`src/rtl/var_clock_gen_if.sv`:
```
// rtl/var_clock_gen_if.sv - control and output bundle for the multi-channel clock generator
interface var_clock_gen_if #(
    parameter int WIDTH    = 32,
    parameter int CHANNELS = 4
);
    logic [CHANNELS-1:0]       en;
    logic [CHANNELS-1:0]       mode;
    logic [CHANNELS*WIDTH-1:0] set_count;
    logic [CHANNELS-1:0]       load;
    logic                      sync;
    logic [CHANNELS-1:0]       outsig;
    logic [CHANNELS-1:0]       tick;
    logic [CHANNELS-1:0]       pending;

    modport master (
        output en, mode, set_count, load, sync,
        input  outsig, tick, pending
    );

    modport slave (
        input  en, mode, set_count, load, sync,
        output outsig, tick, pending
    );
endinterface

```
`src/rtl/var_clock_gen.sv`:
```
// rtl/var_clock_gen.sv - independent programmable clock dividers with deferred reload and global sync
module var_clock_gen #(
    parameter int WIDTH    = 32,
    parameter int CHANNELS = 4
) (
    input  logic            clock,
    input  logic            reset_n,
    var_clock_gen_if.slave  bus
);
    logic [WIDTH-1:0]    p_cnt [CHANNELS];
    logic [WIDTH-1:0]    q_cnt [CHANNELS];
    logic [WIDTH-1:0]    c_cnt [CHANNELS];
    logic [CHANNELS-1:0] m_mode;
    logic [CHANNELS-1:0] q_mode;
    logic [CHANNELS-1:0] pend;
    logic [CHANNELS-1:0] out_r;
    logic [CHANNELS-1:0] tick_r;

    logic [CHANNELS-1:0] running;
    logic [CHANNELS-1:0] terminal;
    logic [CHANNELS-1:0] apply;

    // A pending value is taken at any boundary: terminal event, sync, or idle edge.
    always_comb begin
        running  = '0;
        terminal = '0;
        apply    = '0;
        for (int i = 0; i < CHANNELS; i++) begin
            running[i]  = bus.en[i] && (p_cnt[i] != '0);
            terminal[i] = running[i] && (c_cnt[i] == p_cnt[i] - WIDTH'(1));
            apply[i]    = pend[i] && (terminal[i] || bus.sync || !running[i]);
        end
    end

    // Per-channel counter, reload and output state; sync overrides a coincident terminal event.
    always_ff @(posedge clock or negedge reset_n) begin
        if (!reset_n) begin
            for (int i = 0; i < CHANNELS; i++) begin
                p_cnt[i] <= '0;
                q_cnt[i] <= '0;
                c_cnt[i] <= '0;
            end
            m_mode <= '0;
            q_mode <= '0;
            pend   <= '0;
            out_r  <= '0;
            tick_r <= '0;
        end else begin
            for (int i = 0; i < CHANNELS; i++) begin
                if (bus.load[i]) begin
                    q_cnt[i]  <= bus.set_count[i*WIDTH +: WIDTH];
                    q_mode[i] <= bus.mode[i];
                    pend[i]   <= 1'b1;
                end else if (apply[i]) begin
                    pend[i] <= 1'b0;
                end

                if (apply[i]) begin
                    p_cnt[i]  <= q_cnt[i];
                    m_mode[i] <= q_mode[i];
                end

                if (bus.sync || !running[i] || terminal[i]) begin
                    c_cnt[i] <= '0;
                end else begin
                    c_cnt[i] <= c_cnt[i] + WIDTH'(1);
                end

                tick_r[i] <= terminal[i] && !bus.sync;

                if (bus.sync || !running[i]) begin
                    out_r[i] <= 1'b0;
                end else if (terminal[i]) begin
                    out_r[i] <= m_mode[i] ? 1'b1 : ~out_r[i];
                end else if (m_mode[i]) begin
                    out_r[i] <= 1'b0;
                end
            end
        end
    end

    assign bus.outsig  = out_r;
    assign bus.tick    = tick_r;
    assign bus.pending = pend;
endmodule
```
`src/flat_wrapper.sv`:
```
// flat-port wrapper written by rule: the top's interface ports become plain ports
module var_clock_gen_flat 
#(
    parameter int WIDTH    = 32,
    parameter int CHANNELS = 4
)
  (clock, reset_n, bus_en, bus_mode, bus_set_count, bus_load, bus_sync, bus_outsig, bus_tick, bus_pending);
  var_clock_gen_if #(.WIDTH(WIDTH), .CHANNELS(CHANNELS)) bus_i ();
  input  logic clock;
  input  logic reset_n;
  input wire logic [$bits(bus_i.en)-1:0] bus_en;
  input wire logic [$bits(bus_i.mode)-1:0] bus_mode;
  input wire logic [$bits(bus_i.set_count)-1:0] bus_set_count;
  input wire logic [$bits(bus_i.load)-1:0] bus_load;
  input wire logic [$bits(bus_i.sync)-1:0] bus_sync;
  output wire logic [$bits(bus_i.outsig)-1:0] bus_outsig;
  output wire logic [$bits(bus_i.tick)-1:0] bus_tick;
  output wire logic [$bits(bus_i.pending)-1:0] bus_pending;
  assign bus_i.en = bus_en;
  assign bus_i.mode = bus_mode;
  assign bus_i.set_count = bus_set_count;
  assign bus_i.load = bus_load;
  assign bus_i.sync = bus_sync;
  assign bus_outsig = bus_i.outsig;
  assign bus_tick = bus_i.tick;
  assign bus_pending = bus_i.pending;
  var_clock_gen #(.WIDTH(WIDTH), .CHANNELS(CHANNELS)) u_core (.clock(clock), .reset_n(reset_n), .bus(bus_i));
endmodule
```
`config.mk`:
```
export PLATFORM = sky130hd
export DESIGN_NAME = var_clock_gen_flat
export DESIGN_NICKNAME = d
export VERILOG_FILES = /design/src/rtl/var_clock_gen_if.sv /design/src/rtl/var_clock_gen.sv /design/src/flat_wrapper.sv
export SDC_FILE = /design/constraint.sdc
export NUM_CORES = 1
export LEC_CHECK = 0
export ABC_AREA = 0
export CORE_MARGIN = 1
export CORE_UTILIZATION = 31
export DETAILED_ROUTE_END_ITERATION = 10
export GPL_ROUTABILITY_DRIVEN = 1
export MAX_ROUTING_LAYER = met4
export PLACE_DENSITY_LB_ADDON = 0.05
export SLEW_MARGIN = 10
export SYNTH_ARGS = -nofsm -noshare
export SYNTH_HDL_FRONTEND = slang
export SYNTH_SLANG_ARGS = --single-unit
```
`constraint.sdc`:
```
create_clock -name clock -period 6.7 [get_ports clock]
set_clock_uncertainty 0.2 [all_clocks]
set_input_delay 1.005 -clock clock [delete_from_list [all_inputs] [get_ports clock]]
set_output_delay 1.005 -clock clock [all_outputs]
set_load 0.02 [all_outputs]
```
==> results of run 1 <==
## logic make-up after synthesis
logic type	count (synthesis)	share of synthesized area
fa+ha+maj	12	0.006065
flops	404	0.4084
simple gates	1014	0.2233
compound gates	450	0.1276
buf+inv	327	0.05358
xor+xnor	274	0.09694
mux	176	0.08415
## power by group
part | total (mW) | internal [mW] | switching, mW
logic | 1.34 | 0.615 | 0.725
registers | 3.06 | 2.68 | 0.381
clock network | 2.94 | 1.80 | 1.14
total | 7.34 | 5.10 | 2.25
## state kept, by name (all words and copies together), names as in the netlist
name	cells
u_core.q_mode	4
u_core.bus.tick	4
u_core.m_mode	4
u_core.p_cnt	128
u_core.bus.outsig	4
u_core.bus.pending	4
u_core.c_cnt	128
u_core.q_cnt	128
## cells in the mapped netlist (6+ instances only)
cell,number,area share
o31ai_1,8,0.0024
a21o_1,6,0.0018
and3_1,40,0.010
and2_1,12,0.0030
nor3_1,120,0.024
nand3_1,145,0.029
o22ai_1,103,0.026
or3_1,51,0.013
o311ai_0,38,0.013
nor2_1,145,0.022
mux2_4,30,0.018
buf_1,10,0.0015
nor2b_1,12,0.0030
xnor2_1,138,0.049
or4_1,97,0.029
dfrtp_1,404,0.41
nand4b_1,9,0.0032
o21ai_0,18,0.0036
nor4b_1,6,0.0021
buf_2,31,0.0063
a31oi_1,110,0.028
xor2_1,136,0.048
nand2b_1,8,0.0020
nand3b_1,9,0.0027
clkbuf_1,159,0.024
o211ai_1,75,0.023
ha_1,12,0.0061
inv_1,119,0.018
a21oi_1,14,0.0028
nor4_2,7,0.0035
nand2_1,202,0.031
mux2i_1,9,0.0036
and4_1,10,0.0035
a211oi_1,13,0.0039
nor4_1,49,0.012
nand4_1,54,0.014
mux2_2,136,0.062
buf_6,8,0.0036
## how the worst max path moves through the flow
stage	start	end	slack, ns	depth (start not counted)
global placement	u_core.p_cnt[64]	u_core.p_cnt[95]	2.15	11
finish	u_core.p_cnt[64]	u_core.p_cnt[91]	2.01	11
global route	u_core.p_cnt[64]	u_core.p_cnt[91]	1.59	11
CTS	u_core.p_cnt[64]	u_core.p_cnt[90]	2.02	11
floorplan	u_core.p_cnt[32]	u_core.p_cnt[33]	3.12	13
detailed placement	u_core.p_cnt[64]	u_core.p_cnt[81]	2.04	11
## critical path: stages (launching register included)
cell       delay [ns]
dfrtp_1          0.45
inv_1            0.14
ha_1             0.22
nor3b_1          0.71
nand2_1          0.44
nor4_1           0.37
xnor2_1          0.19
o2111ai_1        0.14
or3_2            0.74
buf_4            0.37
or4_1            0.54
nand3_1          0.08
## stage by stage
step	instance area (um2)	util	worst slack, ns	power (mW)	cells
6_report	28850	0.3651	2.011	7.344	3781
5_1_grt	28850	0.3651	1.587	7.755	3781
4_1_cts	28830	0.3650	2.019	7.475	3776
3_5_place_dp	27030	0.3422	2.045	4.448	3681
3_3_place_gp	27030	0.3422	2.153	4.417	3681
2_1_floorplan	24760	-	3.119	3.962	2657
## metal layers
metal  GRT usage  vias to the layer above  share of wire
met2      0.2661                      420           0.43
li1            -                     9881              -
met5           -                        -              0
met4     0.04973                        0          0.024
met3     0.03122                      109          0.047
met1      0.2613                    10060           0.50
## layout make-up
type,instances,area share
multi-input cells,1926,0.4642
flip-flops and latches,404,0.3506
repair buffers,182,0.06142
clock buffers,80,0.05465
well taps,1050,0.04554
inverters,119,0.01548
clock inverters,15,0.007677
diodes,5,0.0004337
==> qor.yml, run 1 <==
area_growth_pct: 16.53
arrival_ns: 5.02
num_vias: 20470
synth_ff_type: "dfrtp_1"
ys_seq_elements: 404
power_density_mw_per_mm2: 254.6
r2r_slack_ns: 2.01
grt_max_degree: 160
clock_latency_ns: 0.60
finalSetupViolCount: 0
final_nets: 2839
fin_crit_sh: 0.6998
dp_hpwl_um: 49670
final_cell_mix: "dfrtp_1 (401), nand2_1 (202), clkdlybuf4s50_1 (151)"
final.setup.tns_ns: 0
whs_ns: 0.1218
required_ns: 7.03
final_common_cell: "dfrtp_1"
cp-end-kind: "flop"
cts_tree: "yes"
run_status: "finished clean"
gp_congestion: 0.8441
antenna_found_initial: 6
clk_pin_slew_ns: 0.06
drc: 0
die_x_um: 284.6
routed_wl_um: 72850
wl_per_cell_um: 19.27
rows: 103
relSlewSlack: 0.1694
die_h_um: 284.6
hold_buffers: 0
r2r-start: "u_core.p_cnt[64]"
cts_resized: 0
fmax_mhz: 213.3
crit_type: "reg -> reg"
initial_core_util: 0.3134
syn_area_mm2: 0.02475
slew_violations: 0
synth_fp_nets: 2812
worst_pin_slew_ns: 1.246
synth_cell_types: 82
r2r_cells: 11
fp.coreArea_mm2: 0.07900
grt_pass1_vias: 19970
syn_inst: 2657
grt_first_pass_wirelength_um: 117100
cp_max_fo: 36
cts.sinks: 404
ios: 155
postRouteAntennaNets: 0
avgSynthCellArea_um2: 9.317
layout-drive-gt1-share: 0.1233
drt_first_pass_iters: 5
post-route-min-period_ns: 4.689
cts_inserted_buffers: 51
maxCapViolations: 0
ys_seq_area_frac: 0.4084
drt-vias-per-instance: 5.414
grt_usage: 0.1836
seqCellArea_mm2: 0.01011
synth-edff-count: 0
grt_overflow_total: 0
finalHoldViolCount: 0
io_buffer_count: 154
async_flop_share: 1.000
peakVddDrop_uv: 179.1
htree_levels: 2
root_buffer: "clkbuf_16"
clockBufferDepth: 3
rsz0062_at_grt: "no"
r2r_end: "u_core.p_cnt[91]"
power.leakage_nw: 11.00
multiInputGateArea_mm2: 0.01339
dr.first_iter.drc_count: 1683
dieArea_mm2: 0.08099
post-cts-setup-buffer-count: 0
cp-start-kind: "flop"
final.fill_count: 7868
yosysWarnings: 0
min_path_type: "in -> async"
Note: power is estimated with default switching activity, not from simulation.
==> run 2: changes to the inputs <==
==> constraint.sdc (replaced) <==
create_clock -name clock -period 4.4 [get_ports clock]
set_clock_uncertainty 0.2 [all_clocks]
set_input_delay 0.66 -clock clock [delete_from_list [all_inputs] [get_ports clock]]
set_output_delay 0.66 -clock clock [all_outputs]
set_load 0.02 [all_outputs]
==> run 2 against run 1 <==
Against the previous run:
- final area grew 1.6%
- critical endpoint is now u_core.p_cnt[106]
- die area is the same
- global-route usage is 0.33 points higher
- first-iteration DRC count decreased by 19%
- critical path depth stayed put
==> qor.yml, run 2 (synthesis gave the netlist of run 1 again) <==
rows: 103  # unchanged
drt_first_pass_iters: 5  # unchanged
finalSetupViolCount: 0  # unchanged
clkPwrFrac: 0.398  # -0.002
intPower_mw: 7.802  # +53%
grt_first_pass_wirelength_um: 119500  # +2.0%
dp_hpwl_um: 51960  # +4.6%
worst_pin_slew_ns: 0.9418  # -0.3041 ns
antenna_found_initial: 7  # +1
crit_chain: "inv_1, ha_1, nor3b_4, and3_1, o311ai_0, o32ai_1, nand3_1, or4_2, buf_4, or4_1, nand3_1"
peakVddDrop_uv: 277.5  # +55%
io_buffer_count: 154  # unchanged
slew_violations: 0  # unchanged
top_layer: "met4"
clock_latency_ns: 0.63  # +0.03 ns
run_status: "finished clean"
ios: 155  # unchanged
post-route-min-period_ns: 4.082  # -0.6068 ns
p_comb_frac: 0.189  # +0.007
wl_per_cell_um: 19.43  # +0.83%
finalHoldViolCount: 0  # unchanged
htree_levels: 2  # unchanged
fp.coreArea_mm2: 0.07900  # unchanged
final_common_cell: "dfrtp_1"
wl_met3_um: 3413  # -0.78%
initial_core_util: 0.3134  # unchanged
whs_ns: 0.3005  # +0.1787 ns
cp-start-kind: "flop"
maxCapViolations: 0  # unchanged
cts_tree: "yes"
drt-vias-per-instance: 5.428  # +0.25%
dr.first_iter.drc_count: 1369  # -19%
cts_inserted_buffers: 51  # unchanged
rsz0062_at_grt: "no"
required_ns: 4.75  # -2.28 ns
route.met2.wl_um: 32670  # +3.6%
switching_share: 0.3093  # +0.003623
gp_congestion: 0.8839  # +4.7%
final.setup.tns_ns: 0  # unchanged
cp_max_fo: 46  # +28%
min_path_type: "reg -> reg"
drc: 0  # unchanged
power_density_mw_per_mm2: 385.6  # +51%
relSlewSlack: 0.3722  # +0.2027
cp_common_cell: "nand3_1"
dieArea_mm2: 0.08099  # unchanged
die_x_um: 284.6  # unchanged
worst_path_max_delay_cell: "or4_2"
clockBufferDepth: 3  # unchanged
arrival_ns: 4.43  # -0.59 ns
fmax_mhz: 245.0  # +15%
fin_crit_sh: 0.9277  # +0.2279
num_vias: 20720  # +1.2%
power.leakage_nw: 11.24  # +2.2%
die_h_um: 284.6  # unchanged
grt_pass1_vias: 20430  # +2.3%
cp-end-kind: "flop"
final_nets: 2880  # +1.4%
top_regs: "u_core.c_cnt: 128 flops, u_core.p_cnt: 128 flops, u_core.q_cnt: 128 flops"
switching_power_mw: 3.494  # +56%
root_buffer: "clkbuf_16"
postRouteAntennaNets: 0  # unchanged
wl_met1_um: 36580  # +1.4%
area_growth_pct: 18.35
final_cell_mix: "dfrtp_1 (401), nand2_1 (202), clkdlybuf4s50_1 (151)"
crit_type: "reg -> reg"
routed_wl_um: 74180  # +1.8%
grt_max_degree: 80  # -50%
post-cts-setup-buffer-count: 0  # unchanged
pwr-share-seq: 0.412  # -0.005
cts.sinks: 404  # unchanged
layout-drive-gt1-share: 0.1361  # +0.01288
grt_usage: 0.1868  # +0.003295
utilization: 0.3709  # +0.005717
clk_pin_slew_ns: 0.06  # about the same
critPathMaxStageDelay_ns: 0.67  # -0.07 ns
grt_overflow_total: 0  # unchanged
run 2: critical path: cells and delay by family (launching register included):
family,cells,cell delay [ns]
AOI/OAI and AO/OA,2,0.39
adders and majority gates,1,0.25
buffers and inverters,2,0.42
DFF,1,0.45
and+or+nand+nor,6,2.27
run 2: layout make-up:
class,count,area (um2)
inverters,119,446.7
fillers,7884,49700
repair buffers,223,2220
well taps,1050,1314
multi-input cells,1926,13390
clock buffers,72,1505
clock inverters,18,290.3
diodes,6,15.01
flip-flops and latches,404,10110
run 2: power groups by stage:
stage	combinational (mW)	sequential [mW]	clock (mW)
after detailed placement	2.14	4.73	0
after global placement	2.11	4.71	0
after CTS	2.15	4.66	4.68
final	2.14	4.66	4.50
after global routing	2.38	4.73	4.81
after floorplan	1.61	4.42	0
run 2: final timing paths:
| path | cells after the start | slack, ns | startpoint | end |
|---|---|---|---|---|
| worst max-delay path | 11 | 0.32 | u_core.p_cnt[96] | u_core.p_cnt[106] |
| worst min-delay path | 1 | 0.30 | u_core.q_cnt[62] | u_core.p_cnt[62] |
| worst max register to register | 11 | 0.32 | u_core.p_cnt[96] | u_core.p_cnt[106] |
| worst min register to register | 1 | 0.30 | u_core.q_cnt[62] | u_core.p_cnt[62] |
| max in group asynchronous | 3 | 2.65 | reset_n | u_core.c_cnt[41] |
| min in group asynchronous | 2 | 0.46 | reset_n | u_core.c_cnt[96] |
run 2: repair_timing:
item                       4_1_cts  5_1_grt
resized for setup                0        1
hold endpoints to repair        72        0
hold buffers                     1        0
setup endpoints to repair        0       66
run 2: metal layers:
metal	up-vias	track usage
met4	0	0.04691
met2	467	0.2752
met5	-	-
met1	10220	0.2657
met3	81	0.02865
li1	9952	-
run 2: stage by stage:
stage          power (mW)  setup slack [ns]  area [um2]  std cells
3_5_place_dp        6.862            0.2238       27470       3721
5_1_grt             11.93           0.01443       29300       3818
3_3_place_gp        6.816            0.3425       27470       3721
6_report            11.30            0.3183       29300       3818
2_1_floorplan       6.033            0.8188       24760       2657
4_1_cts             11.49            0.2205       29280       3812
